## config.mk

```make
export PLATFORM = sky130hd
export DESIGN_NAME = nibble_serial_addsub_flat
export DESIGN_NICKNAME = d
export VERILOG_FILES = /design/src/rtl/nibble_serial_addsub_pkg.sv /design/src/rtl/nibble_serial_addsub_if.sv /design/src/rtl/fourbit_adder.sv /design/src/rtl/nibble_serial_addsub.sv /design/src/flat_wrapper.sv
export SDC_FILE = /design/constraint.sdc
export NUM_CORES = 1
export LEC_CHECK = 0
export ABC_AREA = 1
export BUFFER_PORTS_ARGS = -buffer_cell sky130_fd_sc_hd__buf_2
export CAP_MARGIN = 10
export CORE_ASPECT_RATIO = 1.5
export CORE_UTILIZATION = 45
export DETAILED_ROUTE_END_ITERATION = 8
export GPL_TIMING_DRIVEN = 0
export PLACE_DENSITY = 0.75
export SYNTH_ARGS = -nofsm -noshare
export SYNTH_HDL_FRONTEND = slang
export SYNTH_SLANG_ARGS = --single-unit
```

## constraint.sdc

```tcl
create_clock -name Clk -period 3.25 [get_ports Clk]
set_input_delay 0.65 -clock Clk [delete_from_list [all_inputs] [get_ports Clk]]
set_output_delay 0.65 -clock Clk [all_outputs]
set_load 0.01 [all_outputs]
```

## src/rtl/nibble_serial_addsub_pkg.sv

```systemverilog
// Shared definitions for the LC-3 sequential datapath helpers.
//   state_t   : FSM state encoding for the serial add/subtract unit
//   NIBBLE_W  : width of one adder slice
//   idx_width : nibble-index register width for a given slice count
package lc3_seq_pkg;

  typedef enum logic [1:0] {
    IDLE = 2'd0,
    RUN  = 2'd1,
    DONE = 2'd2
  } state_t;

  localparam int unsigned NIBBLE_W = 4;

  // A single-slice build still needs a 1-bit index register.
  function automatic int unsigned idx_width(input int unsigned n);
    return (n > 1) ? $clog2(n) : 1;
  endfunction

endpackage

```

## src/rtl/nibble_serial_addsub_if.sv

```systemverilog
// Request/result bundle between the control unit and nibble_serial_addsub.
//   Start, Sub, A, B        : request side (driven by master)
//   Sum, Cout, Ovf, Busy, Done : result side (driven by slave)
interface nibble_serial_addsub_if #(
  parameter int unsigned W = 16
);

  logic         Start;
  logic         Sub;
  logic [W-1:0] A;
  logic [W-1:0] B;
  logic [W-1:0] Sum;
  logic         Cout;
  logic         Ovf;
  logic         Busy;
  logic         Done;

  modport master (
    output Start, Sub, A, B,
    input  Sum, Cout, Ovf, Busy, Done
  );

  modport slave (
    input  Start, Sub, A, B,
    output Sum, Cout, Ovf, Busy, Done
  );

endinterface

```

## src/rtl/fourbit_adder.sv

```systemverilog
// Purely combinational 4-bit ripple-carry adder.
//   i_a, i_b : addends
//   i_cin    : carry in
//   o_s      : 4-bit sum
//   o_cout   : carry out of the top bit
module fourbit_adder (
  input  logic [3:0] i_a,
  input  logic [3:0] i_b,
  input  logic       i_cin,
  output logic [3:0] o_s,
  output logic       o_cout
);

  logic [4:0] w_c;

  always_comb begin
    w_c    = '0;
    o_s    = '0;
    w_c[0] = i_cin;
    for (int unsigned i = 0; i < 4; i++) begin
      o_s[i]   = i_a[i] ^ i_b[i] ^ w_c[i];
      w_c[i+1] = (i_a[i] & i_b[i]) | (w_c[i] & (i_a[i] ^ i_b[i]));
    end
    o_cout = w_c[4];
  end

endmodule

```

## src/rtl/nibble_serial_addsub.sv

```systemverilog
// Multi-cycle W-bit add/subtract unit sharing one 4-bit ripple adder across
// NIBBLES slices, least significant slice first.
//   Clk, Reset : clock, synchronous active-high reset
//   bus.Start  : request, accepted in IDLE or DONE
//   bus.Sub    : 0 = A+B, 1 = A-B (latched with operands)
//   bus.A/B    : operands, latched on accepted Start
//   bus.Sum    : result register (partial during RUN)
//   bus.Cout   : final carry out (subtract: 1 = no borrow)
//   bus.Ovf    : two's-complement overflow
//   bus.Busy   : high in RUN and DONE
//   bus.Done   : one-cycle pulse, results valid while high
module nibble_serial_addsub
  import lc3_seq_pkg::*;
#(
  parameter int unsigned NIBBLES = 4
) (
  input  logic                   Clk,
  input  logic                   Reset,
  nibble_serial_addsub_if.slave  bus
);

  localparam int unsigned W     = NIBBLE_W * NIBBLES;
  localparam int unsigned IDX_W = idx_width(NIBBLES);
  localparam logic [IDX_W-1:0] LAST_IDX = IDX_W'(NIBBLES - 1);

  state_t              r_state;
  logic [IDX_W-1:0]    r_idx;
  logic                r_carry;
  logic [W-1:0]        r_a;
  logic [W-1:0]        r_b;
  logic                r_sub;
  logic [W-1:0]        r_sum;
  logic                r_cout;
  logic                r_ovf;
  logic                r_busy;
  logic                r_done;

  logic [NIBBLE_W-1:0] w_x;
  logic [NIBBLE_W-1:0] w_y;
  logic [NIBBLE_W-1:0] w_s;
  logic                w_co;
  logic                w_accept;

  // Subtraction is A + ~B + 1: invert B per slice, the +1 comes from the
  // carry register being preset to Sub on acceptance.
  always_comb begin
    w_x = r_a[r_idx*NIBBLE_W +: NIBBLE_W];
    w_y = r_b[r_idx*NIBBLE_W +: NIBBLE_W] ^ {NIBBLE_W{r_sub}};
  end

  fourbit_adder u_adder (
    .i_a    (w_x),
    .i_b    (w_y),
    .i_cin  (r_carry),
    .o_s    (w_s),
    .o_cout (w_co)
  );

  assign w_accept = bus.Start && ((r_state == IDLE) || (r_state == DONE));

  always_ff @(posedge Clk) begin
    if (Reset) begin
      r_state <= IDLE;
      r_idx   <= '0;
      r_carry <= 1'b0;
      r_a     <= '0;
      r_b     <= '0;
      r_sub   <= 1'b0;
      r_sum   <= '0;
      r_cout  <= 1'b0;
      r_ovf   <= 1'b0;
      r_busy  <= 1'b0;
      r_done  <= 1'b0;
    end else begin
      r_done <= 1'b0;
      unique case (r_state)
        IDLE, DONE: begin
          if (w_accept) begin
            r_a     <= bus.A;
            r_b     <= bus.B;
            r_sub   <= bus.Sub;
            r_carry <= bus.Sub;
            r_sum   <= '0;
            r_idx   <= '0;
            r_busy  <= 1'b1;
            r_state <= RUN;
          end else begin
            r_busy  <= 1'b0;
            r_state <= IDLE;
          end
        end
        RUN: begin
          r_sum[r_idx*NIBBLE_W +: NIBBLE_W] <= w_s;
          r_carry <= w_co;
          if (r_idx == LAST_IDX) begin
            // Top slice: sign bits come straight from this slice's adder
            // inputs/outputs since Sum's MSB is being written this edge.
            r_cout  <= w_co;
            r_ovf   <= (r_a[W-1] == w_y[NIBBLE_W-1]) &&
                       (w_s[NIBBLE_W-1] != r_a[W-1]);
            r_done  <= 1'b1;
            r_state <= DONE;
          end else begin
            r_idx <= r_idx + 1'b1;
          end
        end
        default: begin
          r_busy  <= 1'b0;
          r_state <= IDLE;
        end
      endcase
    end
  end

  assign bus.Sum  = r_sum;
  assign bus.Cout = r_cout;
  assign bus.Ovf  = r_ovf;
  assign bus.Busy = r_busy;
  assign bus.Done = r_done;

endmodule

```

## src/flat_wrapper.sv

```systemverilog
// flat-port wrapper written by rule: the top's interface ports become plain ports
module nibble_serial_addsub_flat import lc3_seq_pkg::*;
#(
  parameter int unsigned NIBBLES = 4
)
  (Clk, Reset, bus_Start, bus_Sub, bus_A, bus_B, bus_Sum, bus_Cout, bus_Ovf, bus_Busy, bus_Done);
  nibble_serial_addsub_if #(.W(16)) bus_i ();
  input  logic Clk;
  input  logic Reset;
  input wire logic [$bits(bus_i.Start)-1:0] bus_Start;
  input wire logic [$bits(bus_i.Sub)-1:0] bus_Sub;
  input wire logic [$bits(bus_i.A)-1:0] bus_A;
  input wire logic [$bits(bus_i.B)-1:0] bus_B;
  output wire logic [$bits(bus_i.Sum)-1:0] bus_Sum;
  output wire logic [$bits(bus_i.Cout)-1:0] bus_Cout;
  output wire logic [$bits(bus_i.Ovf)-1:0] bus_Ovf;
  output wire logic [$bits(bus_i.Busy)-1:0] bus_Busy;
  output wire logic [$bits(bus_i.Done)-1:0] bus_Done;
  assign bus_i.Start = bus_Start;
  assign bus_i.Sub = bus_Sub;
  assign bus_i.A = bus_A;
  assign bus_i.B = bus_B;
  assign bus_Sum = bus_i.Sum;
  assign bus_Cout = bus_i.Cout;
  assign bus_Ovf = bus_i.Ovf;
  assign bus_Busy = bus_i.Busy;
  assign bus_Done = bus_i.Done;
  nibble_serial_addsub #(.NIBBLES(NIBBLES)) u_core (.Clk(Clk), .Reset(Reset), .bus(bus_i));
endmodule
```

==> results of run 1 <==
[worst register-to-register path, stage by stage, from the launching register on]
cell and delay, ns:
dfxtp_4 0.39, inv_8 0.07, buf_8 0.10, nor2_2 0.04, o22ai_2 0.23, xor2_2 0.20
fa_2 0.22, inv_1 0.05, fa_2 0.39, fa_2 0.41, fa_2 0.62, nand2_2 0.06
nand3b_1 0.15, nand3_1 0.07, nand2_1 0.05, inv_1 0.04
[cell families after synthesis]
group                    after synthesis  synth area share
AO/OA/AOI/OAI                         79            0.1667
XOR/XNOR                               3          0.009950
adder cells (fa/ha/maj)                8           0.04927
buffers and inverters                 32           0.07153
flip-flops                            58            0.4396
AND/OR/NAND/NOR                      158            0.2629
[cells in the final DEF (no fill, tap or decap), types with 5 or more instances in the layout]
master	instances
nand2_1	50
nand3_1	11
inv_2	6
buf_2	55
clkbuf_1	6
dfxtp_1	56
o21ai_1	10
o21ai_0	31
nor2_1	78
a21oi_1	23
clkbuf_8	10
buf_4	6
inv_1	5
nor2_2	5
[power groups by stage]
stage	sequential (uW)	combinational, uW	clock [uW]
after global placement	803	404	0
final	793	451	733
after floorplan	798	305	0
after detailed placement	804	415	0
after global routing	798	506	766
after CTS	789	422	742
[final timing paths]
| path | from | cells after the start | endpoint |
|---|---|---|---|
| worst min-delay path | u_core.bus.Sum[1] | 2 | u_core.bus.Sum[1] |
| worst min register to register | u_core.bus.Sum[1] | 2 | u_core.bus.Sum[1] |
| worst max register to register | u_core.r_idx[0] | 15 | u_core.bus.Ovf |
| worst max-delay path | u_core.r_idx[0] | 15 | u_core.bus.Ovf |
[through the flow]
stage | setup TNS, ns | util
final | 0 | 0.5926
after global routing | -0.01098 | 0.5926
after global placement | 0 | 0.5380
after floorplan | 0 | -
after CTS | 0 | 0.5787
after detailed placement | -0.04715 | 0.5380
[registers in the layout, summed over array words and instances (netlist names), 2 cells and up]
register,flops
u_core.bus.Sum,16
u_core.r_a,16
u_core.r_b,16
u_core.r_idx,2
u_core.r_state,2
[routing by layer]
layer | up-vias | wire length (um)
li1 | 1251 | -
met1 | 1077 | 2471
met2 | 57 | 3409
met3 | 12 | 232
met4 | 0 | 174
met5 | - | 0
[repair_timing]
action | CTS | global route
setup buffers | 0 | 6
endpoints found under the hold margin | 0 | 0
gates cloned | 0 | 0
endpoints found under the setup margin | 3 | 5
pin swaps | 0 | 7
resized for setup | 2 | 18
[layout make-up]
cell class	instances	area, sq um	share of cell area
timing repair buffer	60	312.8	0.09470
sequential	58	1169	0.3538
inverter	14	65.06	0.01970
multi-input combinational	248	1324	0.4008
tap	70	87.58	0.02652
buffer	17	127.6	0.03864
clock buffer	10	137.6	0.04167
clock inverter	6	80.08	0.02424
==> results.toml, run 1 <==
[routing]
wl_per_cell_um = 13.02
wl_um = 6287
ant_nets = 0
firstDrtPassIters = 4
dr.first_iter.drc_count = 121
drc = 0
vias_per_cell = 4.963
vias = 2397

[clock_network]
cts_tree = "yes"
clock_path_buffers = 2
numClockSinks = 58
cts_buffers = 9
htree_levels = 3
path_clk_slew_ns = 0.07
cts_root_buf = "clkbuf_8"
cts_hold_buf = 0
clock_latency_ns = 0.35

[critical_path]
slowest_stage = "fa_2"
critPathMostFrequentCell = "fa_2"
max_stage_delay_ns = 0.62
required_ns = 3.54
end_kind = "flip-flop"
arrival_ns = 3.45
critical_path.top_delay_family = "adder cells"
ff2ff_setup_slack_ns = 0.1
critPathLaunchType = "flip-flop"
worst-setup-path-type = "flip-flop to flip-flop"
cp_cell_sequence = "inv_8 > buf_8 > nor2_2 > o22ai_2 > xor2_2 > fa_2 > inv_1 > fa_2 > fa_2 > fa_2 > nand2_2 > nand3b_1 > nand3_1 > nand2_1 > inv_1"
cp_max_fo = 6
path_buf_inv = 4

[yosys]
async_reset_ff_frac = 0
avgSynthCellArea_sq_um = 7.814
synth-main-ff-cell = "dfxtp_1"
ys_top_cells_by_area = "dfxtp_1, nor2_1, nand2_1"
synth-edff-count = 0
syn_inst = 338
ys_warn_count = 0
syn_area_sq_mm = 0.002641
yosysSeqAreaShare = 0.4396
synth_common_cells = "nor2_1, dfxtp_1, nand2_1, o21ai_0, a21oi_1"
yosysMostFrequentCell = "nor2_1"
yosysTopAreaCell = "dfxtp_1"
synth_top_area_frac = 0.4396
syn_nets = 382
ys_ff_latch = 58
yosysUniqueCellTypes = 35

[power]
clock_power_share = 0.371
power_density_mw_per_mm2 = 598.6
peakVddDrop_mv = 0.3392
p_leak_uw = 0.001438
swShare = 0.2966
p_comb_frac = 0.228
finalPower_uw = 1977
seqPwrFrac = 0.401
cellInternalPower_uw = 1391
switchingPower_uw = 586.5

[die]
initial_core_util = 0.4738
die_y_um = 95.83
io_pins = 56
die_w_um = 64.56
num_rows = 33
die_area_sq_mm = 0.006186
fp.coreArea_sq_mm = 0.005574

[grt]
antenna_found_initial = 0
gr-total-overflow = 0
grt_pass1_vias = 2339
grtUsageMet3 = 0.03199
busiest_layer = "met2"
track_usage = 0.2245
grt_use_met2 = 0.4175
grt_use_met1 = 0.2287
grt_first_pass_wirelength_um = 10320
grt_max_degree = 12

[timing]
tightestPinTransition_ns = 0.4908
holdWs_ns = 0.4574
setup_slack_ns = 0.09710
final_max_slew_viol_count = 0
hold_violations = 0
setup_viol = 0
clock_skew_ns = 0.009473
fin_crit_ns = 3.153
maxSlewHeadroom = 0.6728
period_share = 0.9701
fmax_ghz = 0.3172

[layout]
fin_area_sq_mm = 0.003303
instances_no_fill = 483
areaGrowthSynthToFinish_pct = 25.06
antennaDiodeCount = 0
final_nets = 452
n_fill_cell = 532
drive_gt1_frac = 0.3002

[run]
drv_cap = 0

[status]
status = "finished clean"

[place]
dp_hpwl_um = 4513
post-place-ws_ns = -0.02085
io_buffer_count = 54
dp.cells = 462
gp_congestion = 0.8272
placed_cell_area_sq_mm = 0.002999

[worst_hold_path]
holdCritPathClass = "flip-flop to flip-flop"
Note: power is estimated with default switching activity, not from simulation.
==> run 2, diff against run 1 <==
--- a/config.mk
+++ b/config.mk
@@ -9,6 +9,7 @@
 export BUFFER_PORTS_ARGS = -buffer_cell sky130_fd_sc_hd__buf_2
 export CAP_MARGIN = 10
 export CORE_ASPECT_RATIO = 1.5
+export CORE_MARGIN = 4
 export CORE_UTILIZATION = 45
 export DETAILED_ROUTE_END_ITERATION = 8
 export GPL_TIMING_DRIVEN = 0
==> run 2 against run 1 <==
  * Wire length increased by 0.46%
  * Largest power group is now the clock network
  * Highest routed layer unchanged
  * Non-clock buffer count decreased by 3
  * Register-to-register slack improved by 0.02 ns
  * Die area increased by 16%
  * Design area increased by 0.38%
  * Combinational power decreased by 3%
  * Critical path depth decreased by 1
  * Largest cell class unchanged
  * Clock skew decreased by 0.0015 ns
==> results.toml, run 2 (synthesis results as in run 1) <==
[clock_network]
cts_root_buf = "clkbuf_8"
numClockSinks = 58
clock_path_buffers = 2
cts_hold_buf = 0
cts_buffers = 9
cts_tree = "yes"
clock_latency_ns = 0.34
htree_levels = 3
path_clk_slew_ns = 0.07

[critical_path]
slowest_stage = "fa_2"
required_ns = 3.54
worst-setup-path-type = "flip-flop to flip-flop"
arrival_ns = 3.42
end_kind = "flip-flop"
max_stage_delay_ns = 0.62
cp_max_fo = 11
critPathMostFrequentCell = "fa_2"
critPathLaunchType = "flip-flop"
cp_cell_sequence = "inv_2 > buf_6 > o21ai_0 > o22ai_1 > fa_2 > inv_1 > fa_2 > fa_2 > fa_2 > nand2_1 > nand3b_1 > nand3_1 > nand2_1 > inv_1"

[layout]
drive_gt1_frac = 0.2902
areaGrowthSynthToFinish_pct = 25.53
layout_common_cells = "nor2_1, dfxtp_1, buf_2, nand2_1, o21ai_0"
layout_commonest_cell = "nor2_1"
antennaDiodeCount = 0
instances_no_fill = 480
fin_util = 0.5948
fin_area_sq_mm = 0.003316
final_nets = 449

[routing]
firstDrtPassIters = 4
vias = 2402
wl_per_cell_um = 13.16
wl_um = 6316
drc = 0
vias_per_cell = 5.004
dr.first_iter.drc_count = 83
ant_nets = 0

[timing]
fin_crit_ns = 3.136
maxSlewHeadroom = 0.6903
tightestPinTransition_ns = 0.4645
final_max_slew_viol_count = 0
fmax_ghz = 0.3189
hold_violations = 0
period_share = 0.9648
setup_viol = 0
clock_skew_ns = 0.007987

[place]
dp.cells = 462
placed_cell_area_sq_mm = 0.002999
dp_hpwl_um = 4738
gp_congestion = 0.8631
io_buffer_count = 54

[worst_hold_path]
holdCritPathClass = "flip-flop to flip-flop"

[power]
finalPower_uw = 2068
power_density_mw_per_mm2 = 623.6
p_leak_uw = 0.001440
peakVddDrop_mv = 0.3233

[die]
num_rows = 33
die_y_um = 101.8
die_area_sq_mm = 0.007185
initial_core_util = 0.4738
die_w_um = 70.56
io_pins = 56
fp.coreArea_sq_mm = 0.005574

[grt]
grt_first_pass_wirelength_um = 10670
antenna_found_initial = 0
track_usage = 0.1906
grt_pass1_vias = 2469
gr-total-overflow = 0
grt_max_degree = 12

[status]
status = "finished clean"

[run]
drv_cap = 0
==> run 2: cell types whose count changed in the layout (fill, tap and decap cells not counted), sizes merged <==
cell | previous run | this run
clkinv | 5 | 3
clkbuf | 20 | 19
buf | 67 | 66
bufinv | 2 | 3
==> run 2: cell type report <==
type	count	area [sq um]
Multi-Input combinational cell	248	1319
Timing Repair Buffer	57	292.8
Fill cell	516	2258
Buffer	17	131.4
Inverter	14	65.06
Clock inverter	5	100.1
Tap cell	70	87.58
Sequential cell	58	1169
Clock buffer	11	151.4
==> run 2: metal layers <==
layer / GRT usage / up-vias / wire [um]
met2: 0.3615 / 63 / 3390
li1: - / 1243 / -
met1: 0.1918 / 1084 / 2508
met3: 0.04331 / 12 / 280
met5: 0 / - / 0
met4: 0.1013 / 0 / 137
==> run 2: metrics by stage <==
step	hold slack (ns)	worst slack (ns)	setup TNS, ns
floorplan	0.4488	0.3223	0
global placement	0.4459	0.03030	0
detailed placement	0.4504	-0.006557	-0.006557
CTS	0.4596	0.003128	0
global route	0.4767	-0.003874	-0.003874
finish	0.4601	0.1143	0
==> run 2: where the power goes <==
part           switching (uW)  total (uW)  internal, uW
clock                     289         837           548
combinational             256         437           181
sequential               35.0         794           759
total                     580        2070          1490
==> run 2: worst max-delay path: cells and delay by family, from the launching register on <==
family                   cells  cell delay [ns]
adder cells (fa/ha/maj)      4             1.67
flip-flops                   1             0.39
buffers and inverters        4             0.37
AO/OA/AOI/OAI                2             0.34
AND/OR/NAND/NOR              4             0.33
==> run 2: timing repair <==
item,CTS,global route
setup endpoints to repair,2,5
cloned,0,0
pin swaps,0,6
resized for setup,2,17
buffers inserted,0,3
==> run 2: final timing paths <==
| kind | to | startpoint | slack [ns] | cells past startpoint |
|---|---|---|---|---|
| worst min register to register | u_core.bus.Sum[4] | u_core.bus.Sum[4] | 0.46 | 2 |
| worst max-delay path | u_core.bus.Ovf | u_core.r_idx[1] | 0.11 | 14 |
| worst max register to register | u_core.bus.Ovf | u_core.r_idx[1] | 0.11 | 14 |
| worst min-delay path | u_core.bus.Sum[4] | u_core.bus.Sum[4] | 0.46 | 2 |
